--- src/rtl/input_conditioner.sv ---
// input_conditioner: two-channel synchronizer + counter debounce producing clean A/B levels.
// Optional INPUT_COND_PULSE_EN adds registered 0->1 pulses on a_rise/b_rise.
`default_nettype none

module input_conditioner #(
  parameter int unsigned DEBOUNCE_CYCLES = 500000
) (
  input  logic clk,
  input  logic rst_n,
  input  logic a_raw,
  input  logic b_raw,
  output logic a,
  output logic b
`ifdef INPUT_COND_PULSE_EN
  ,
  output logic a_rise,
  output logic b_rise
`endif
);

  localparam int CW = $clog2(DEBOUNCE_CYCLES) + 1;
  localparam logic [CW-1:0] LAST = CW'(DEBOUNCE_CYCLES - 1);

  typedef enum logic [1:0] {
    LOW       = 2'd0,
    RISE_WAIT = 2'd1,
    HIGH      = 2'd2,
    FALL_WAIT = 2'd3
  } state_t;

  logic [1:0] raw;
  logic [1:0] lvl;
  logic [1:0] lvl_nx;

  assign raw = {b_raw, a_raw};

  for (genvar i = 0; i < 2; i++) begin : g_ch
    logic          s1, s2;
    state_t        state, state_nx;
    logic [CW-1:0] cnt, cnt_nx;
    logic          lvl_q;

    always_ff @(posedge clk or negedge rst_n) begin
      if (!rst_n) begin
        s1    <= 1'b0;
        s2    <= 1'b0;
        state <= LOW;
        cnt   <= '0;
        lvl_q <= 1'b0;
      end else begin
        s1    <= raw[i];
        s2    <= s1;
        state <= state_nx;
        cnt   <= cnt_nx;
        lvl_q <= lvl_nx[i];
      end
    end

    always_comb begin
      state_nx = state;
      cnt_nx   = cnt;
      case (state)
        LOW: begin
          if (s2) begin
            if (DEBOUNCE_CYCLES == 1) begin
              state_nx = HIGH;
            end else begin
              state_nx = RISE_WAIT;
              cnt_nx   = CW'(1);
            end
          end
        end
        RISE_WAIT: begin
          if (!s2) begin
            state_nx = LOW;
            cnt_nx   = '0;
          end else if (cnt == LAST) begin
            state_nx = HIGH;
            cnt_nx   = '0;
          end else begin
            cnt_nx = cnt + CW'(1);
          end
        end
        HIGH: begin
          if (!s2) begin
            if (DEBOUNCE_CYCLES == 1) begin
              state_nx = LOW;
            end else begin
              state_nx = FALL_WAIT;
              cnt_nx   = CW'(1);
            end
          end
        end
        FALL_WAIT: begin
          if (s2) begin
            state_nx = HIGH;
            cnt_nx   = '0;
          end else if (cnt == LAST) begin
            state_nx = LOW;
            cnt_nx   = '0;
          end else begin
            cnt_nx = cnt + CW'(1);
          end
        end
        default: begin
          state_nx = LOW;
          cnt_nx   = '0;
        end
      endcase
    end

    // Level is registered alongside the state so it changes on the same edge.
    assign lvl_nx[i] = (state_nx == HIGH) || (state_nx == FALL_WAIT);
    assign lvl[i]    = lvl_q;
  end

  assign a = lvl[0];
  assign b = lvl[1];

`ifdef INPUT_COND_PULSE_EN
  logic [1:0] rise_q;

  always_ff @(posedge clk or negedge rst_n) begin
    if (!rst_n) rise_q <= 2'b00;
    else        rise_q <= lvl_nx & ~lvl;
  end

  assign a_rise = rise_q[0];
  assign b_rise = rise_q[1];
`else
  // Level-only build: no edge-detect registers.
`endif

endmodule

`default_nettype wire

--- config.mk ---
export PLATFORM = sky130hd
export DESIGN_NAME = input_conditioner
export DESIGN_NICKNAME = d
export VERILOG_FILES = /design/src/rtl/input_conditioner.sv
export SDC_FILE = /design/constraint.sdc
export NUM_CORES = 1
export LEC_CHECK = 0
export CAP_MARGIN = 20
export CORE_MARGIN = 1
export CORE_UTILIZATION = 30
export DETAILED_ROUTE_END_ITERATION = 12
export PLACE_DENSITY = 0.49
export SETUP_SLACK_MARGIN = 0.4
export SLEW_MARGIN = 25
export SYNTH_ARGS = -nofsm -noshare
export SYNTH_HDL_FRONTEND = slang
export SYNTH_SLANG_ARGS = --single-unit
--- constraint.sdc ---
create_clock -name clk -period 2.4 [get_ports clk]
set_input_delay 0.48 -clock clk [delete_from_list [all_inputs] [get_ports clk]]
set_output_delay 0.48 -clock clk [all_outputs]
set_load 0.005 [all_outputs]
==> qor.txt, run 1 <==
Switching power - 0.3871 mW
Peak Freq - 504.9 MHz
Crit share post-route - 82.52%
Register area share after synthesis - 45.35%
Syn nets - 305
XOR/XNOR share of the synthesized area - 1.296%
Largest cells by area after synthesis - dfrtp_1 (45%), nand3_1 (5.2%), nand2_1 (3.9%), a21oi_1 (3.7%), o21ai_0 (3.7%)
RSZ-0062 raised after global routing - yes
# DRC - 0
Multi-input logic area - 0.001428 mm²
Initial drt markers - 183
Clock network fraction of total power - 39.1%
Syn avg cell area - 9.043 µm²
Total gr overflow - 0
Filler instances - 874
Diode count - 0
Clk slew on worst S/H paths - 0.09 ns
Die ar. - 0.009396 mm²
DP HPWL - 4277 µm
DR vias/cell - 5.605
Static leakage - 1.277 nW
Die W - 96.94 µm
Worst-Margin Slew - 0.5966 ns
Detailed Routing Iterations Pass 1 - 4
Largest family of logic cells by synthesized area - simple AND/OR/NAND/NOR gates
Max Cap Viol - 0
Power per cell area - 518.0 mW/mm²
Worst EP arrival - 2.19 ns
CP max stage delay - 0.46 ns
Area share of the largest cell type after synthesis - 45.35%
Synth cell types - 46
Avg WL per Cell - 14.87 µm
Total number of vias - 2371
CP Data Required Time - 2.61 ns
Synth area leader - dfrtp_1
Worst ir drop on vdd - 228.5 µV
Starting Density - 31.00%
DP Area - 0.002905 mm²
Final setup vio count - 0
Number of CTS-inserted buffers - 5
Number of port buffers - 5
Adder-Cell Fraction of Synth Area - 0.9255%
Final Instance Area - 0.003128 mm²
DP Worst Slack - 0.3453 ns
Sequential cell area - 0.001226 mm²
Crit Path Max Fanout - 5
Cell Area, Synth - 0.002704 mm²
H-Tree Depth - 2
Warnings from Yosys - 0
# IOs - 6
Vias in the first global route - 2152
Status - finished clean
Largest net degree at the start of global routing - 27
Row cnt - 34
Fin. Hold Viols - 0
Crit path kind - flop to flop
Worst Hold Class - primary input to asynchronous set/reset pin
DRT Wirelength - 6288 µm
Syn Inst Count - 299
Fraction of layout cells with a size suffix above 1 - 13.97%
Post-synthesis compound-gate area fraction - 16.61%
Fin cells - 423
Switching share of total power - 23.89%
Worst hold slack - 0.1604 ns
Post-DRT Antenna Nets - 0
Clock skew - 0.007458 ns
Worst skew pair latency - 0.31 ns
Slowest-stage cell, CP - o31a_4
Final Max Slew Viols - 0
Worst setup EP type - flop
P_int - 1.233 mW
CTS max path bufs - 2
Combinational share of power - 7.9%
First-pass GRT wire length - 10780 µm
Post-Synth Simple-Gate Area - 29.11%
Area grow syn2layout - 15.69%
CTS tree - built
Fin nets - 320
RD Place Congestion - 0.7626
PnR worst setup slack - 0.4194 ns
Seq pwr share - 52.9%
Startpoint Class - flop
Die height - 96.94 µm
GRT Total Usage - 13.93%
Yosys reg bits - 49
Placed cells - 408
Minimum clock period - 1.981 ns
Initial antenna violation count - 0
Core ar. - 0.008721 mm²
Worst rel slew slack - 60.23%
Setup Total Neg Slack - 0 ns
Cells along the critical path - ha_2, and4_4, nand4_1, o31a_4, nand3_2, a21bo_2
Clock Sinks - 49
Mux cell area share after synthesis - 2.730%
CTS root buffer - clkbuf_8
## flip-flops by register name, summed over array words and instances (netlist names)
name,count
a,1
b,1
g_ch.cnt,40
g_ch.s1,2
g_ch.s2,2
g_ch.state,3
## cells by family after synthesis
group | count (synthesis)
AOI/OAI and AO/OA | 71
xor gates and xnor gates | 4
muxes | 7
and+or+nand+nor | 141
DFF | 49
adders and majority gates | 2
buffers and inverters | 25
## per-layer routing
layer	routed length [µm]	track usage, %
met1	3295	20.26
met2	2701	21.18
met3	218	2.312
met4	72	4.133
met5	0	0
## layout by cell type, fill, tap and decap left out, types with 2 or more instances in the layout
cell / instances
dfrtp_1: 49
nand2_1: 28
nand3_1: 27
o21ai_0: 20
a21oi_1: 19
nor2_1: 15
buf_4: 15
nand4_1: 12
inv_1: 11
or3_1: 10
nor4_1: 8
and2_1: 6
a22o_1: 6
clkbuf_8: 6
and3_1: 5
o211ai_1: 5
nor3_1: 4
nand2b_1: 4
and4_1: 4
or4_1: 4
a21o_1: 4
mux2i_1: 4
clkdlybuf4s50_1: 4
xor2_1: 3
nor4b_1: 3
mux2_2: 3
o21ai_1: 3
o31ai_1: 3
and4_2: 2
a22oi_1: 2
## worst max-delay path: cells and delay by family (launching register included)
kind | cells | cell delay [ns]
adders and majority gates | 1 | 0.22
and+or+nand+nor | 3 | 0.57
AOI/OAI and AO/OA | 2 | 0.68
DFF | 1 | 0.42
## final timing paths
path,from,end,slack [ns],cells after the start
worst max-delay path,g_ch[0].cnt[0],g_ch[0].cnt[15],0.42,6
worst min-delay path,rst_n,g_ch[0].cnt[10],0.16,1
worst max register to register,g_ch[0].cnt[0],g_ch[0].cnt[15],0.42,6
worst min register to register,g_ch[1].s1,g_ch[1].s2,0.36,0
max in group asynchronous,rst_n,g_ch[1].cnt[18],1.69,2
min in group clk,g_ch[1].s1,g_ch[1].s2,0.36,0
## per-stage QoR
stage | util (%) | power (mW)
after global placement | 33.31 | 0.9871
after floorplan | - | 0.9351
after detailed placement | 33.31 | 0.9872
final | 35.87 | 1.620
after global routing | 35.87 | 1.695
after CTS | 34.95 | 1.636
## area by class of cell
class / instances / share of cell area, %
clock buffers: 6 / 2.640
clock inverters: 2 / 1.200
repair buffers: 21 / 5.680
inverters: 11 / 1.320
flip-flops and latches: 49 / 39.20
multi-input cells: 226 / 45.64
well taps: 108 / 4.320
## what timing repair did
item | 4_1_cts | 5_1_grt
hold buffers | 0 | 0
gates cloned | 0 | 1
resized for setup | 2 | 10
pin swaps | 1 | 3
setup endpoints to repair | 4 | 18
setup buffers | 2 | 4
## power by group through the flow
stage               registers (mW)  logic, mW  clock network (mW)
floorplan                    0.871     0.0637                   0
global placement             0.874      0.113                   0
detailed placement           0.875      0.112                   0
CTS                          0.858      0.115               0.663
global route                 0.862      0.145               0.688
finish                       0.858      0.129               0.634
## synth_stat cells, drive strengths merged
master and count:
dfrtp 49, nand2 28, nand3 28, o21ai 23
a21oi 21, nor2 15, nand4 13, inv 11
or3 10, nor4 9, buf 8, and4 7
a22o 6, and2 6, clkbuf 6, and3 5
o211ai 5, or4 5, a21o 4, mux2i 4
nand2b 4, nor3 4, o31ai 4, mux2 3
nor4b 3, xor2 3, a22oi 2, ha 2
a211oi 1, a21bo 1, a31oi 1, and4b 1
and4bb 1, nand3b 1, o21a 1, o22ai 1
o31a 1, or2 1, xnor2 1
No activity file was read; power rests on OpenSTA's default activity.
==> run 2, diff against run 1 <==
==> constraint.sdc (replaced) <==
create_clock -name clk -period 2 [get_ports clk]
set_input_delay 0.4 -clock clk [delete_from_list [all_inputs] [get_ports clk]]
set_output_delay 0.4 -clock clk [all_outputs]
set_load 0.005 [all_outputs]
==> qor.txt, run 2 (same netlist as run 1, synthesis figures left out) <==
Fin nets - 380 (+19%)
First-pass GRT wire length - 12610 µm (+17%)
Worst hold slack - 0.02132 ns (-0.1391 ns)
Worst ir drop on vdd - 337.8 µV (+48%)
# DRC - 0 (unchanged)
Initial antenna violation count - 0 (unchanged)
CTS max path bufs - 2 (unchanged)
Worst setup EP type - flop
Worst-Margin Slew - 0.4428 ns (-0.1538 ns)
Worst setup path start - g_ch[0].cnt[14]
Max Cap Viol - 0 (unchanged)
Number of port buffers - 5 (unchanged)
DP Area - 0.003074 mm² (+5.8%)
Most flop-heavy register - g_ch.cnt
Final Max Slew Viols - 0 (unchanged)
Multi-input logic area - 0.001722 mm² (+21%)
Worst rel slew slack - 70.48% (+10 points)
Final setup vio count - 0 (unchanged)
Fin. Hold Viols - 0 (unchanged)
Total number of vias - 2622 (+11%)
Clock skew - 0.007452 ns (-0.000005720 ns)
Row cnt - 34 (unchanged)
Most frequent cells in the layout - buf_4 (58), dfrtp_1 (41), nand2_1 (26)
Die ar. - 0.009396 mm² (unchanged)
Crit Path Max Fanout - 5 (unchanged)
Clk slew on worst S/H paths - 0.10 ns (about the same)
Cells along the critical path - nor4_2, nand4_1, o31ai_4, buf_4, o21ai_1, a21o_1
Worst skew pair latency - 0.31 ns (about the same)
DRT Wirelength - 7618 µm (+21%)
Worst EP arrival - 2.07 ns (-0.12 ns)
Max reg flops - 40 (unchanged)
Biggest regs - g_ch.cnt: 40 flops, g_ch.state: 3 flops
Initial drt markers - 93 (-49%)
Clock Sinks - 49 (unchanged)
DP HPWL - 4721 µm (+10%)
Power per cell area - 517.9 mW/mm² (about the same)
Post-DRT Antenna Nets - 0 (unchanged)
GRT Total Usage - 16.43% (+2.5 points)
Slowest-stage cell, CP - dfrtp_1
H-Tree Depth - 2 (unchanged)
Detailed Routing Iterations Pass 1 - 4 (unchanged)
# IOs - 6 (unchanged)
Worst Hold Class - primary input to asynchronous set/reset pin
Die W - 96.94 µm (unchanged)
Worst flop-to-flop path startpoint - g_ch[0].cnt[14]
Largest net degree at the start of global routing - 20 (-26%)
Die height - 96.94 µm (unchanged)
Filler instances - 815 (-6.8%)
Total gr overflow - 0 (unchanged)
RSZ-0062 raised after global routing - yes
Sequential cell area - 0.001236 mm² (+0.82%)
Setup Total Neg Slack - 0 ns (unchanged)
CP Data Required Time - 2.20 ns (-0.41 ns)
CTS tree - built
RD Place Congestion - 0.7898 (+3.6%)
Vias in the first global route - 2596 (+21%)
Fraction of layout cells with a size suffix above 1 - 41.60% (+28 points)
Status - finished clean
Core ar. - 0.008721 mm² (unchanged)
Static leakage - 1.641 nW (+29%)
Avg WL per Cell - 15.77 µm (+6.1%)
Crit share post-route - 93.05% (+11 points)
Startpoint Class - flop
Crit path kind - flop to flop
Area grow syn2layout - 44.79%
Most common cell after layout, fill and taps aside - buf_4
Worst r2r path cells - 6 (unchanged)
CP max stage delay - 0.41 ns (-0.05 ns)
Peak Freq - 537.4 MHz (+6.4%)
Starting Density - 31.00% (unchanged)
Final Instance Area - 0.003915 mm² (+25%)
Minimum clock period - 1.861 ns (-0.1196 ns)
Diode count - 0 (unchanged)
Number of CTS-inserted buffers - 5 (unchanged)
CTS root buffer - clkbuf_8
DR vias/cell - 5.429 (-3.2%)
Hold_buf cts - 0 (unchanged)
-- run 2: cell types whose count changed in the layout (fill, tap and decap cells not counted), sizes merged --
cell           before  now
clkinvlp            1    0
inv                11   13
a21oi              21   22
clkdlybuf4s50       4    3
dlygate4sd2         0    1
buf                17   76
clkbuf              6    5
-- run 2: repair_timing --
action | in CTS | in global routing
pin swaps | 23 | 24
buffers inserted | 29 | 14
gates cloned | 1 | 2
gates resized for setup | 59 | 35
setup endpoints to repair | 39 | 41
-- run 2: metal layers --
metal	part of all wire, %	wire [µm]	up-vias	track usage, %
li1	-	-	1262	-
met1	44	3343	1308	20.58
met2	52	3942	39	28.49
met3	2.1	161	13	2.457
met4	2.2	171	0	6.085
met5	0	0	-	0
-- run 2: layout make-up --
cell class | instances | area share [%]
Sequential cell | 49 | 31.58
Multi-Input combinational cell | 227 | 43.98
Timing Repair Buffer | 80 | 16.97
Clock buffer | 5 | 1.758
Tap cell | 108 | 3.452
Inverter | 11 | 1.055
Clock inverter | 3 | 1.214
-- run 2: through the flow --
step                power [mW]  setup WS (ns)  std cells  utilization (%)
floorplan                1.126         0.2612        299                -
global placement         1.194        0.09773        429            35.25
detailed placement       1.195        0.06143        429            35.25
CTS                      2.021         0.1812        467            41.68
global route             2.126        0.06479        483            44.89
finish                   2.028         0.1391        483            44.89
-- run 2: final timing paths --
path                       slack (ns)                to
setup reg to reg                 0.14   g_ch[0].cnt[13]
max in group asynchronous        1.38    g_ch[0].cnt[9]
min in group clk                 0.36        g_ch[1].s2
setup / recovery                 0.14   g_ch[0].cnt[13]
hold / removal                   0.02  g_ch[0].state[0]
hold reg to reg                  0.36        g_ch[1].s2
-- run 2: power by group --
part	switching [mW]	leakage (nW)	internal (mW)	total (mW)
logic	0.124	0.931	0.116	0.240
registers	0.0234	0.651	1.01	1.03
clock network	0.373	0.0591	0.382	0.755
-- run 2: critical path: cells and delay by family, from the launching register on --
kind	cells	cell delay, ns
flip-flops	1	0.41
AND/OR/NAND/NOR	2	0.61
AO/OA/AOI/OAI	3	0.57
buffers and inverters	1	0.17
==> run 3, diff against run 2 <==
--- a/config.mk
+++ b/config.mk
@@ -9,8 +9,10 @@
 export CORE_MARGIN = 1
 export CORE_UTILIZATION = 30
 export DETAILED_ROUTE_END_ITERATION = 12
+export GPL_TIMING_DRIVEN = 0
 export PLACE_DENSITY = 0.49
 export SETUP_SLACK_MARGIN = 0.4
+export SKIP_CTS_REPAIR_TIMING = 1
 export SLEW_MARGIN = 25
 export SYNTH_ARGS = -nofsm -noshare
 export SYNTH_HDL_FRONTEND = slang
==> qor.txt, run 3 (same netlist as run 1, synthesis figures left out) <==
Clock skew - 0.01232 ns (+0.004872 ns)
Fin. Hold Viols - 0 (unchanged)
Most flop-heavy register - g_ch.cnt
Status - finished clean
Peak Freq - 534.8 MHz (-0.48%)
Max reg flops - 40 (unchanged)
Die W - 96.94 µm (unchanged)
Number of CTS-inserted buffers - 5 (unchanged)
Worst Hold Class - primary input to asynchronous set/reset pin
Worst ir drop on vdd - 309.1 µV (-8.5%)
Worst EP arrival - 2.07 ns (about the same)
Largest net degree at the start of global routing - 50 (+150%)
RD Place Congestion - 0.7397 (-6.3%)
Max Cap Viol - 0 (unchanged)
RR Endpoint - g_ch[0].cnt[15]
# DRC - 0 (unchanged)
Final total power - 2.008 mW (-0.98%)
Core ar. - 0.008721 mm² (unchanged)
DP Worst Slack - -0.02167 ns (-0.08310 ns)
Worst setup EP type - flop
Final Max Slew Viols - 0 (unchanged)
DR vias/cell - 5.436 (+0.13%)
Crit share post-route - 93.49% (+0.45 points)
Die ar. - 0.009396 mm² (unchanged)
Worst flop-to-flop path startpoint - g_ch[0].cnt[11]
Starting Density - 31.00% (unchanged)
Post-DRT Antenna Nets - 0 (unchanged)
Initial antenna violation count - 0 (unchanged)
Worst r2r path cells - 7 (+1)
Biggest regs - g_ch.cnt: 40 flops, g_ch.state: 3 flops
Total gr overflow - 0 (unchanged)
Clk slew on worst S/H paths - 0.10 ns (about the same)
Row cnt - 34 (unchanged)
RSZ-0062 raised after global routing - yes
DRT Wirelength - 6795 µm (-11%)
Worst skew pair latency - 0.31 ns (about the same)
Startpoint Class - flop
# IOs - 6 (unchanged)
Crit path kind - flop to flop
Die height - 96.94 µm (unchanged)
Minimum clock period - 1.870 ns (+0.008962 ns)
Vias in the first global route - 2165 (-17%)
PnR worst setup slack - 0.1301 ns (-0.008962 ns)
GRT Total Usage - 13.55% (-2.9 points)
Detailed Routing Iterations Pass 1 - 4 (unchanged)
Number of port buffers - 5 (unchanged)
CP Data Required Time - 2.20 ns (about the same)
Crit Path Max Fanout - 9 (+4)
Avg WL per Cell - 15.03 µm (-4.7%)
DP HPWL - 4230 µm (-10%)
Worst rel slew slack - 58.25% (-12 points)
Diode count - 0 (unchanged)
Total number of vias - 2457 (-6.3%)
First-pass GRT wire length - 10430 µm (-17%)
Initial drt markers - 88 (-5.4%)
Fraction of layout cells with a size suffix above 1 - 32.85% (-8.8 points)
H-Tree Depth - 2 (unchanged)
Static leakage - 1.494 nW (-9.0%)
Worst-Margin Slew - 0.6262 ns (+0.1834 ns)
Fin nets - 349 (-8.2%)
Filler instances - 818 (+0.37%)
Area grow syn2layout - 32.30%
CTS root buffer - clkbuf_8
Most common cell after layout, fill and taps aside - dfrtp_1
CTS tree - built
Most frequent cells in the layout - dfrtp_1 (36), buf_4 (30), nand3_1 (26)
Final setup vio count - 0 (unchanged)
Worst R2R Setup Slack - 0.13 ns (about the same)
Clock Sinks - 49 (unchanged)
CTS max path bufs - 2 (unchanged)
Power per cell area - 561.2 mW/mm² (+8.4%)
-- run 3: how the worst max path moves through the flow --
stage / start / end / slack [ns] / cells past startpoint
after floorplan: g_ch[0].cnt[0] / g_ch[0].cnt[15] / 0.26 / 7
final: g_ch[0].cnt[11] / g_ch[0].cnt[15] / 0.13 / 7
after global routing: g_ch[0].cnt[0] / g_ch[0].cnt[18] / 0.05 / 7
after detailed placement: g_ch[0].cnt[0] / g_ch[0].cnt[9] / -0.02 / 6
after global placement: rst_n / g_ch[1].cnt[13] / -1.00 / 1
after CTS: g_ch[0].cnt[0] / g_ch[0].cnt[9] / -0.04 / 6
-- run 3: layer usage --
metal | GRT usage, % | wire length (µm) | vias up
li1 | - | - | 1207
met1 | 18.34 | 3250 | 1207
met2 | 21.67 | 3326 | 38
met3 | 2.384 | 153 | 5
met4 | 4.937 | 65 | 0
met5 | 0 | 0 | -
-- run 3: critical path: stages, from the launching register on --
cell and delay [ns]:
dfrtp_1 0.37, buf_4 0.16, and4bb_2 0.28, nand4_1 0.18
o31a_1 0.33, buf_6 0.15, nand3_1 0.07, a21bo_2 0.21
-- run 3: power breakdown --
part	switching, mW	leakage [nW]	internal (mW)
sequential	0.0308	0.645	1.01
clock	0.377	0.0591	0.382
combinational	0.107	0.789	0.100
total	0.515	1.49	1.49
-- run 3: through the flow --
step	hold WS, ns	std cells	cell area, µm²	utilization, %	TNS, ns
2_1_floorplan	0.1044	299	2735	-	0
3_3_place_gp	0.3377	412	2920	33.49	-49.01
3_5_place_dp	0.3389	412	2918	33.46	-0.02445
4_1_cts	0.1241	420	3034	34.79	-0.1911
5_1_grt	0.1500	452	3577	41.02	0
6_report	0.09557	452	3577	41.02	0
-- run 3: cell type report --
class                           count  area (µm²)  share of cell area [%]
Clock inverter                      3       47.55                   1.329
Multi-Input combinational cell    225        1618                   45.23
Buffer                             14       115.1                   3.218
Tap cell                          108       135.1                   3.778
Clock buffer                        5       68.82                   1.924
Timing Repair Buffer               37       309.0                   8.639
Sequential cell                    49        1242                   34.73
Inverter                           11       41.29                   1.154
